===== config.mk =====
export PLATFORM = sky130hd
export DESIGN_NAME = nw_seq_load_ctrl
export DESIGN_NICKNAME = d
export VERILOG_FILES = /design/src/rtl/nw_seq_load_ctrl.sv
export SDC_FILE = /design/constraint.sdc
export NUM_CORES = 1
export LEC_CHECK = 0
export ABC_AREA = 1
export BUFFER_PORTS_ARGS = -buffer_cell sky130_fd_sc_hd__buf_2
export CAP_MARGIN = 20
export CELL_PAD_IN_SITES_DETAIL_PLACEMENT = 1
export CELL_PAD_IN_SITES_GLOBAL_PLACEMENT = 2
export CORE_MARGIN = 4
export CORE_UTILIZATION = 28
export DETAILED_ROUTE_END_ITERATION = 10
export PLACE_DENSITY_LB_ADDON = 0.1
export SLEW_MARGIN = 20
export SYNTH_ARGS = -nofsm -noshare
export SYNTH_HDL_FRONTEND = slang
export SYNTH_SLANG_ARGS = --single-unit
export TNS_END_PERCENT = 10

===== constraint.sdc =====
create_clock -name clk -period 2.17 [get_ports clk]
set_input_delay 0.217 -clock clk [delete_from_list [all_inputs] [get_ports clk]]
set_output_delay 0.217 -clock clk [all_outputs]
set_load 0.03 [all_outputs]

===== src/rtl/nw_seq_load_ctrl.sv =====
// -----------------------------------------------------------------------------
// nw_seq_load_ctrl
//
// Front-end sequencer for the Needleman-Wunsch core. After a start it takes a
// byte stream holding two newline-terminated DNA strings. It encodes each base
// to a 3-bit symbol and writes sequence A, then sequence B, into their
// sequence memories. It then fires a one-cycle launch pulse at the alignment
// core and waits for that core to finish. Bad characters, overflow and empty
// sequences are caught here, so the core only ever sees clean data.
//
// Ports
//   clk, rst        clock (rising edge) and synchronous active-high reset
//   start           begin a load (honoured only in IDLE, DONE, ERROR)
//   char_in/_valid  ASCII byte stream; char_ready high only while loading
//   wr_en_a/_b      one-cycle write strobes, valid the cycle after acceptance
//   wr_addr/wr_data shared write address and encoded symbol
//   len_a/len_b     lengths of the sequences loaded
//   align_start     one-cycle launch pulse; align_done ends the alignment
//   busy/done/error status decoded from the state register
//   err_code        0 none, 1 bad char, 2 overflow, 3 empty sequence
// -----------------------------------------------------------------------------
module nw_seq_load_ctrl #(
    parameter int          ADDR_W    = 7,
    parameter int          MAX_LEN   = 128,
    parameter logic [7:0]  TERM_CHAR = 8'h0A,
    parameter logic [7:0]  SKIP_CHAR = 8'h0D
) (
    input  logic              clk,
    input  logic              rst,
    input  logic              start,
    input  logic [7:0]        char_in,
    input  logic              char_valid,
    output logic              char_ready,
    output logic              wr_en_a,
    output logic              wr_en_b,
    output logic [ADDR_W-1:0] wr_addr,
    output logic [2:0]        wr_data,
    output logic [ADDR_W:0]   len_a,
    output logic [ADDR_W:0]   len_b,
    output logic              align_start,
    input  logic              align_done,
    output logic              busy,
    output logic              done,
    output logic              error,
    output logic [1:0]        err_code
);

    typedef enum logic [2:0] {
        S_IDLE,
        S_LOAD_A,
        S_LOAD_B,
        S_LAUNCH,
        S_ALIGN,
        S_DONE,
        S_ERROR
    } state_t;

    localparam logic [ADDR_W:0] MAX_CNT = (ADDR_W + 1)'(MAX_LEN);

    // Base characters in symbol order: entry i encodes to i+1 (G,T,A,C).
    localparam logic [7:0] SYM_CHAR [4] = '{8'h47, 8'h54, 8'h41, 8'h43};

    state_t              state_reg;
    logic [ADDR_W:0]     count_reg;
    logic [ADDR_W:0]     len_a_reg;
    logic [ADDR_W:0]     len_b_reg;
    logic                wr_en_a_reg;
    logic                wr_en_b_reg;
    logic [ADDR_W-1:0]   wr_addr_reg;
    logic [2:0]          wr_data_reg;
    logic [1:0]          err_code_reg;

    logic [3:0]          sym_hit;
    logic [2:0]          sym_code;
    logic                sym_valid;
    logic                is_term;
    logic                is_skip;
    logic                loading;
    logic                accept;

    // One comparator per base character.
    genvar gi;
    generate
        for (gi = 0; gi < 4; gi++) begin : g_sym_match
            assign sym_hit[gi] = (char_in == SYM_CHAR[gi]);
        end
    endgenerate

    always_comb begin
        sym_code = 3'd0;
        for (int i = 0; i < 4; i++) begin
            if (sym_hit[i]) begin
                sym_code = 3'(i + 1);
            end
        end
    end

    assign sym_valid = |sym_hit;
    assign is_term   = (char_in == TERM_CHAR);
    assign is_skip   = (char_in == SKIP_CHAR);
    assign loading   = (state_reg == S_LOAD_A) || (state_reg == S_LOAD_B);
    assign accept    = loading && char_valid;

    always_ff @(posedge clk) begin
        if (rst) begin
            state_reg    <= S_IDLE;
            count_reg    <= '0;
            len_a_reg    <= '0;
            len_b_reg    <= '0;
            wr_en_a_reg  <= 1'b0;
            wr_en_b_reg  <= 1'b0;
            wr_addr_reg  <= '0;
            wr_data_reg  <= '0;
            err_code_reg <= '0;
        end else begin
            // Strobes are single-cycle; they are re-raised only on a write.
            wr_en_a_reg <= 1'b0;
            wr_en_b_reg <= 1'b0;

            case (state_reg)
                S_IDLE, S_DONE, S_ERROR: begin
                    if (start) begin
                        count_reg    <= '0;
                        len_a_reg    <= '0;
                        len_b_reg    <= '0;
                        err_code_reg <= 2'd0;
                        state_reg    <= S_LOAD_A;
                    end
                end

                S_LOAD_A, S_LOAD_B: begin
                    if (accept) begin
                        // The character classes are disjoint, so this chain
                        // also realises the error priority (bad, overflow,
                        // empty).
                        if (is_term) begin
                            if (count_reg == '0) begin
                                err_code_reg <= 2'd3;
                                state_reg    <= S_ERROR;
                            end else begin
                                count_reg <= '0;
                                if (state_reg == S_LOAD_A) begin
                                    len_a_reg <= count_reg;
                                    state_reg <= S_LOAD_B;
                                end else begin
                                    len_b_reg <= count_reg;
                                    state_reg <= S_LAUNCH;
                                end
                            end
                        end else if (is_skip) begin
                            // Carriage return: consumed, nothing written.
                        end else if (!sym_valid) begin
                            err_code_reg <= 2'd1;
                            state_reg    <= S_ERROR;
                        end else if (count_reg == MAX_CNT) begin
                            err_code_reg <= 2'd2;
                            state_reg    <= S_ERROR;
                        end else begin
                            wr_en_a_reg <= (state_reg == S_LOAD_A);
                            wr_en_b_reg <= (state_reg == S_LOAD_B);
                            wr_addr_reg <= count_reg[ADDR_W-1:0];
                            wr_data_reg <= sym_code;
                            count_reg   <= count_reg + 1'b1;
                        end
                    end
                end

                // align_done is not looked at here, so a pulse coinciding
                // with the launch cycle is ignored.
                S_LAUNCH: state_reg <= S_ALIGN;

                S_ALIGN: begin
                    if (align_done) begin
                        state_reg <= S_DONE;
                    end
                end

                default: state_reg <= S_IDLE;
            endcase
        end
    end

    assign char_ready  = loading;
    assign wr_en_a     = wr_en_a_reg;
    assign wr_en_b     = wr_en_b_reg;
    assign wr_addr     = wr_addr_reg;
    assign wr_data     = wr_data_reg;
    assign len_a       = len_a_reg;
    assign len_b       = len_b_reg;
    assign align_start = (state_reg == S_LAUNCH);
    assign busy        = loading || (state_reg == S_LAUNCH) || (state_reg == S_ALIGN);
    assign done        = (state_reg == S_DONE);
    assign error       = (state_reg == S_ERROR);
    assign err_code    = err_code_reg;

endmodule


==> metrics.log, run 1 <==
INFO  metric run_status = completed
INFO  metric period_share = 88.3%
INFO  metric tritoncts = yes
INFO  metric number_of_h_tree_levels = 2
INFO  metric post-place-ws = 215 ps
INFO  metric startpoint = count_reg[0]
INFO  metric min_path_type = in -> reg
INFO  metric grt_antenna_before_repair = 0
INFO  metric detail_route.wl_per_cell = 13.1 um
INFO  metric grt_residual_overflow = 0
INFO  metric layout.cell_area.non_filler = 0.00270 mm2
INFO  metric fp.dieArea = 0.00956 mm2
INFO  metric tightest_slew = 359 ps
INFO  metric via_per_inst = 4.62
INFO  metric wl = 6690 um
INFO  metric hold_slack = 308 ps
INFO  metric num-nets-final = 422
INFO  metric initial_core_util = 29.1%
INFO  metric ctsRootBufferMaster = clkbuf_8
INFO  metric ant_cells = 0
INFO  metric postSynthNetCount = 372
INFO  metric die_width = 97.8 um
INFO  metric ios = 48
INFO  metric ys_ff_latch = 41
INFO  metric dr.pass1.iters = 4
INFO  metric final_period_minus_worst_setup_slack = 1920 ps
INFO  metric cts.hold.buffers_added = 0
INFO  metric core_area = 0.00777 mm2
INFO  metric worstHoldStart = rst
INFO  metric syn-instance-count = 357
INFO  metric fin_skew = 7.72 ps
INFO  metric synth_sequential_area_ratio = 36.4%
INFO  metric cts.reportedPaths.clkPinSlew = 90 ps
INFO  metric max-vdd-ir-drop = 0.278 mV
INFO  metric finalWorstSetupSlack = 254 ps
INFO  metric cts_inserted_buffers = 5
INFO  metric grt_start_max_net_pins = 28
INFO  metric timing.critical_path.to_type = flip-flop
INFO  metric max_clock_freq = 0.522 GHz
INFO  metric count_of_unresolved_drc_violations_after_routing = 0
INFO  metric critPathKind = reg -> reg
INFO  metric cp-start-kind = flip-flop
INFO  metric timing.critical_path.arrival = 2090 ps
INFO  metric finalHoldViolCount = 0
INFO  metric globalRouteTotalUtil = 14.2%
INFO  metric synth_area = 0.00226 mm2
INFO  metric vias = 2356
INFO  metric placement_rows = 32
INFO  metric setup_total_negative_slack = 0 ps
INFO  metric grt_first_pass_wirelength = 11200 um
INFO  metric max-slew-margin-rel = 76.1%
INFO  metric totalPowerFinal = 3.27 mW
INFO  metric place_congestion = 0.803
INFO  metric critical_path.reg2reg.startpoint = count_reg[0]
INFO  metric port_buffers = 47
INFO  metric placedInstanceArea = 0.00261 mm2
INFO  metric fillerInstances = 1062
INFO  metric worstPathRequired = 2350 ps
INFO  metric clock_tree.buffer_depth = 2
INFO  metric final_max_slew_viol_count = 0
INFO  metric powerDensity = 1210 mW/mm2
INFO  metric floorplan.die.height = 97.8 um
INFO  metric worst-path-max-fanout = 10
INFO  metric route.antenna.remaining_nets = 0
INFO  metric dp_hpwl = 5250 um
INFO  metric finish.utilization = 34.7%
INFO  metric ys_types = 29
INFO  metric via_count_of_the_first_global_routing_pass = 2294
INFO  metric layout-area-overhead-vs-synth = 19.6%
INFO  metric cap_violations = 0
INFO  metric setup_viol_count_final = 0
INFO  metric rsz0062_at_grt = false
INFO  metric clock_insertion_delay_worst_skew = 290 ps
INFO  metric p_leak = 1.35 nW
INFO  metric cts.sink_count = 41
INFO  metric post-place-cells = 502
INFO  metric post_layout_nonfiller_instances = 510
INFO  metric drt_iter0_drc = 86
INFO  metric synth_warn = 0
INFO  metric syn_avg_cell_area = 6.32 um2
INFO  metric share_of_layout_cells_above_drive_strength_1 = 21.3%
-- synth_stat cells --
library cell	n	area, um2
a21oi_1	10	50.1
a21oi_2	4	35.0
buf_2	3	15.0
buf_4	1	7.51
buf_6	1	11.3
clkbuf_1	3	11.3
dfxtp_1	41	821
ha_1	2	25.0
inv_1	35	131
inv_2	4	15.0
nand2_1	94	353
nand2_2	7	43.8
nand2_4	2	22.5
nand3_1	26	130
nand3_2	4	40.0
nand4_1	3	18.8
nor2_1	81	304
nor2_2	3	18.8
nor2_4	1	11.3
nor3_1	5	25.0
nor3_2	1	10.0
nor4_1	4	25.0
o211ai_2	1	12.5
o21ai_0	14	70.1
o21ai_1	2	10.0
o21bai_1	1	7.51
or2_2	1	6.26
xnor2_1	1	8.76
xor2_1	2	17.5
-- report_power, final --
group          leakage [nW]  internal, mW  switching [mW]
logic                 0.975         0.522            1.30
registers             0.334         0.866          0.0772
clock network        0.0439         0.223           0.285
total                  1.35          1.61            1.66
-- routing by layer --
metal	track usage, %	part of all wire (%)	vias up
li1	-	-	1216
met1	19.4	51	1098
met2	23.2	45	38
met3	2.64	3.4	4
met4	3.19	0.72	0
met5	0	0	-
-- cell usage in the layout, fill, tap and decap left out, types with 3 or more instances in the layout --
master    Yosys  layout
nand2_1      94      94
nor2_1       81      81
inv_1        35      35
dfxtp_1      41      41
a21oi_2       4       4
nand2_2       7       7
a21oi_1      10      10
o21ai_0      14      14
nand3_2       4       3
nor2_2        3       3
buf_4         1       4
nand3_1      26      26
nor4_1        4       4
nand4_1       3       3
nor3_1        5       5
buf_2         3      47
inv_2         4       4
clkbuf_8      0       5
-- layout make-up --
cell class / count / area [um2] / share of cell area (%)
Inverter: 39 / 146 / 5.42
Multi-Input combinational cell: 269 / 1250 / 46.4
Timing Repair Buffer: 51 / 265 / 9.83
Clock buffer: 5 / 68.8 / 2.55
Clock inverter: 3 / 17.5 / 0.649
Tap cell: 102 / 128 / 4.73
Sequential cell: 41 / 821 / 30.4
-- critical path: stages (launching register included) --
cell,delay (ps)
dfxtp_1,400
inv_1,100
ha_1,200
nand3_1,90
inv_1,50
nand2_1,120
inv_1,70
nor2_2,180
nand2_2,130
nor2_4,250
nand2_1,90
nand2_1,70
a21oi_1,40
-- cell families after synthesis --
kind of cell,share of synthesized area (%)
DFF,36.4
AOI/OAI and AO/OA,8.20
adders and majority gates,1.11
buffers and inverters,8.48
and+or+nand+nor,44.7
xor gates and xnor gates,1.16
-- worst paths after layout --
check          endpoint  slack [ps]  cells past startpoint
min            len_a[0]         310                      2
max          wr_data[2]         250                     12
min reg2reg  wr_data[2]         450                      2
max reg2reg  wr_data[2]         250                     12
-- what timing repair did --
| action | 4_1_cts | 5_1_grt |
|---|---|---|
| buffers inserted | 0 | 0 |
| gates resized for setup | 0 | 1 |
| setup endpoints to repair | 0 | 3 |
Note: power is estimated with default switching activity, not from simulation.
==> run 2, diff against run 1 <==
==> constraint.sdc (replaced) <==
create_clock -name clk -period 2.17 [get_ports clk]
set_input_delay 0.434 -clock clk [delete_from_list [all_inputs] [get_ports clk]]
set_output_delay 0.434 -clock clk [all_outputs]
set_load 0.03 [all_outputs]
==> metrics.log, run 2 (synthesized netlist as in run 1, its figures left out) <==
INFO  metric period_share = 94.7% (+6.4 points)
INFO  metric max-vdd-ir-drop = 0.358 mV (+29%)
INFO  metric final_period_minus_worst_setup_slack = 2050 ps (+138 ps)
INFO  metric worstPathRequired = 1740 ps (-610 ps)
INFO  metric grt_residual_overflow = 0 (unchanged)
INFO  metric place_congestion = 0.870 (+8.4%)
INFO  metric grt_first_pass_wirelength = 11000 um (-1.8%)
INFO  metric die_width = 97.8 um (unchanged)
INFO  metric count_of_unresolved_drc_violations_after_routing = 0 (unchanged)
INFO  metric timing.critical_path.arrival = 1620 ps (-470 ps)
INFO  metric run_status = completed
INFO  metric ant_cells = 0 (unchanged)
INFO  metric fin_skew = 8.87 ps (+1.14 ps)
INFO  metric startpoint = state_reg[1]
INFO  metric max-slew-margin-rel = 79.8% (+3.7 points)
INFO  metric dp_hpwl = 5190 um (-1.2%)
INFO  metric max_clock_freq = 0.487 GHz (-6.7%)
INFO  metric final_max_slew_viol_count = 0 (unchanged)
INFO  metric setup_total_negative_slack = 0 ps (unchanged)
INFO  metric tritoncts = yes
INFO  metric port_buffers = 47 (unchanged)
INFO  metric vias = 2346 (-0.42%)
INFO  metric layout.cells.most_common = nand2_1
INFO  metric min_path_type = reg -> reg
INFO  metric number_of_h_tree_levels = 2 (unchanged)
INFO  metric rsz0062_at_grt = false
INFO  metric cts.reportedPaths.clkPinSlew = 90 ps (about the same)
INFO  metric most-common-layout-cells = nand2_1, nor2_1, buf_2
INFO  metric powerDensity = 1300 mW/mm2 (+6.8%)
INFO  metric cp-start-kind = flip-flop
INFO  metric via_count_of_the_first_global_routing_pass = 2250 (-1.9%)
INFO  metric post-place-ws = 245 ps (+30.1 ps)
INFO  metric critical_path.reg2reg.startpoint = count_reg[0]
INFO  metric wl = 6560 um (-2.0%)
INFO  metric globalRouteTotalUtil = 13.9% (-0.26 points)
INFO  metric grt_antenna_before_repair = 0 (unchanged)
INFO  metric ios = 48 (unchanged)
INFO  metric cts.sink_count = 41 (unchanged)
INFO  metric cap_violations = 0 (unchanged)
INFO  metric core_area = 0.00777 mm2 (unchanged)
INFO  metric initial_core_util = 29.1% (unchanged)
INFO  metric grt_start_max_net_pins = 28 (unchanged)
INFO  metric num-nets-final = 428 (+1.4%)
INFO  metric tightest_slew = 300 ps (-58.5 ps)
INFO  metric fp.dieArea = 0.00956 mm2 (unchanged)
INFO  metric share_of_layout_cells_above_drive_strength_1 = 22.7% (+1.4 points)
INFO  metric finalWorstSetupSlack = 115 ps (-138 ps)
INFO  metric via_per_inst = 4.55 (-1.6%)
INFO  metric detail_route.wl_per_cell = 12.7 um (-3.1%)
INFO  metric finalHoldViolCount = 0 (unchanged)
INFO  metric ctsRootBufferMaster = clkbuf_8
INFO  metric setup_viol_count_final = 0 (unchanged)
INFO  metric timing.critical_path.to_type = primary output
INFO  metric layout-area-overhead-vs-synth = 24.1%
INFO  metric p_leak = 1.40 nW (+3.7%)
INFO  metric clock_insertion_delay_worst_skew = 300 ps (about the same)
INFO  metric route.antenna.remaining_nets = 0 (unchanged)
INFO  metric placement_rows = 32 (unchanged)
INFO  metric floorplan.die.height = 97.8 um (unchanged)
INFO  metric critPathKind = reg -> out
INFO  metric drt_iter0_drc = 62 (-28%)
INFO  metric cts_inserted_buffers = 5 (unchanged)
INFO  metric worstHoldStart = wr_data[2]
INFO  metric dr.pass1.iters = 4 (unchanged)
INFO  metric worst-path-max-fanout = 18 (+8)
INFO  metric clock_tree.buffer_depth = 2 (unchanged)
==> run 2: cell count changes in the layout (fill, tap and decap cells not counted) <==
cell	before	now
inv_1	35	34
nand2_4	2	1
nand3_2	3	4
clkinv_2	2	0
bufinv_16	0	2
buf_4	4	10
nand2_8	0	1
inv_6	0	1
nand3_4	1	0
==> run 2: path summary, 6_finish.rpt <==
path,to,slack (ps),depth (start not counted)
worst max-delay path,busy,120,6
worst min register to register,wr_data[2],450,2
worst min-delay path,wr_data[2],450,2
worst max register to register,wr_data[2],360,12
==> run 2: routing by layer <==
layer / part of all wire, % / GRT usage [%]
met5: 0 / 0
met4: 0.76 / 2.88
met3: 3.4 / 2.57
met2: 44 / 22.5
met1: 51 / 19.5
==> run 2: worst max-delay path, cell delays in order, from the launching register on <==
cell,delay (ps)
dfxtp_1,370
inv_2,120
nand3_2,170
nand2_8,190
clkinvlp_4,170
nand2_1,100
buf_2,200
==> run 2: area by class of cell <==
type,count,area [um2]
Timing Repair Buffer,57,310
Multi-Input combinational cell,269,1250
Clock buffer,5,68.8
Clock inverter,3,68.8
Sequential cell,41,821
Tap cell,102,128
Inverter,39,150
Fill cell,1070,4970
==> run 2: through the flow <==
stage / hold WS [ps] / instance area, um2 / total power [mW] / utilization [%] / std cells
after CTS: 450 / 2770 / 3.60 / 35.6 / 513
final: 446 / 2800 / 3.63 / 36.1 / 516
after global placement: 432 / 2630 / 2.83 / 33.8 / 505
after detailed placement: 437 / 2630 / 2.84 / 33.8 / 505
after floorplan: 494 / 2260 / 2.39 / - / 357
after global routing: 497 / 2800 / 3.95 / 36.1 / 516
==> run 2: report_power, final <==
part           leakage, nW  internal, mW  switching [mW]
combinational         1.00         0.589            1.34
sequential           0.334         0.866          0.0774
clock               0.0687         0.463           0.290
==> run 2: repair_timing <==
action / 4_1_cts / 5_1_grt
resized for setup: 0 / 2
buffers inserted: 0 / 3
hold endpoints to repair: 0 / 0
endpoints found under the setup margin: 0 / 1
hold buffers: 0 / 0
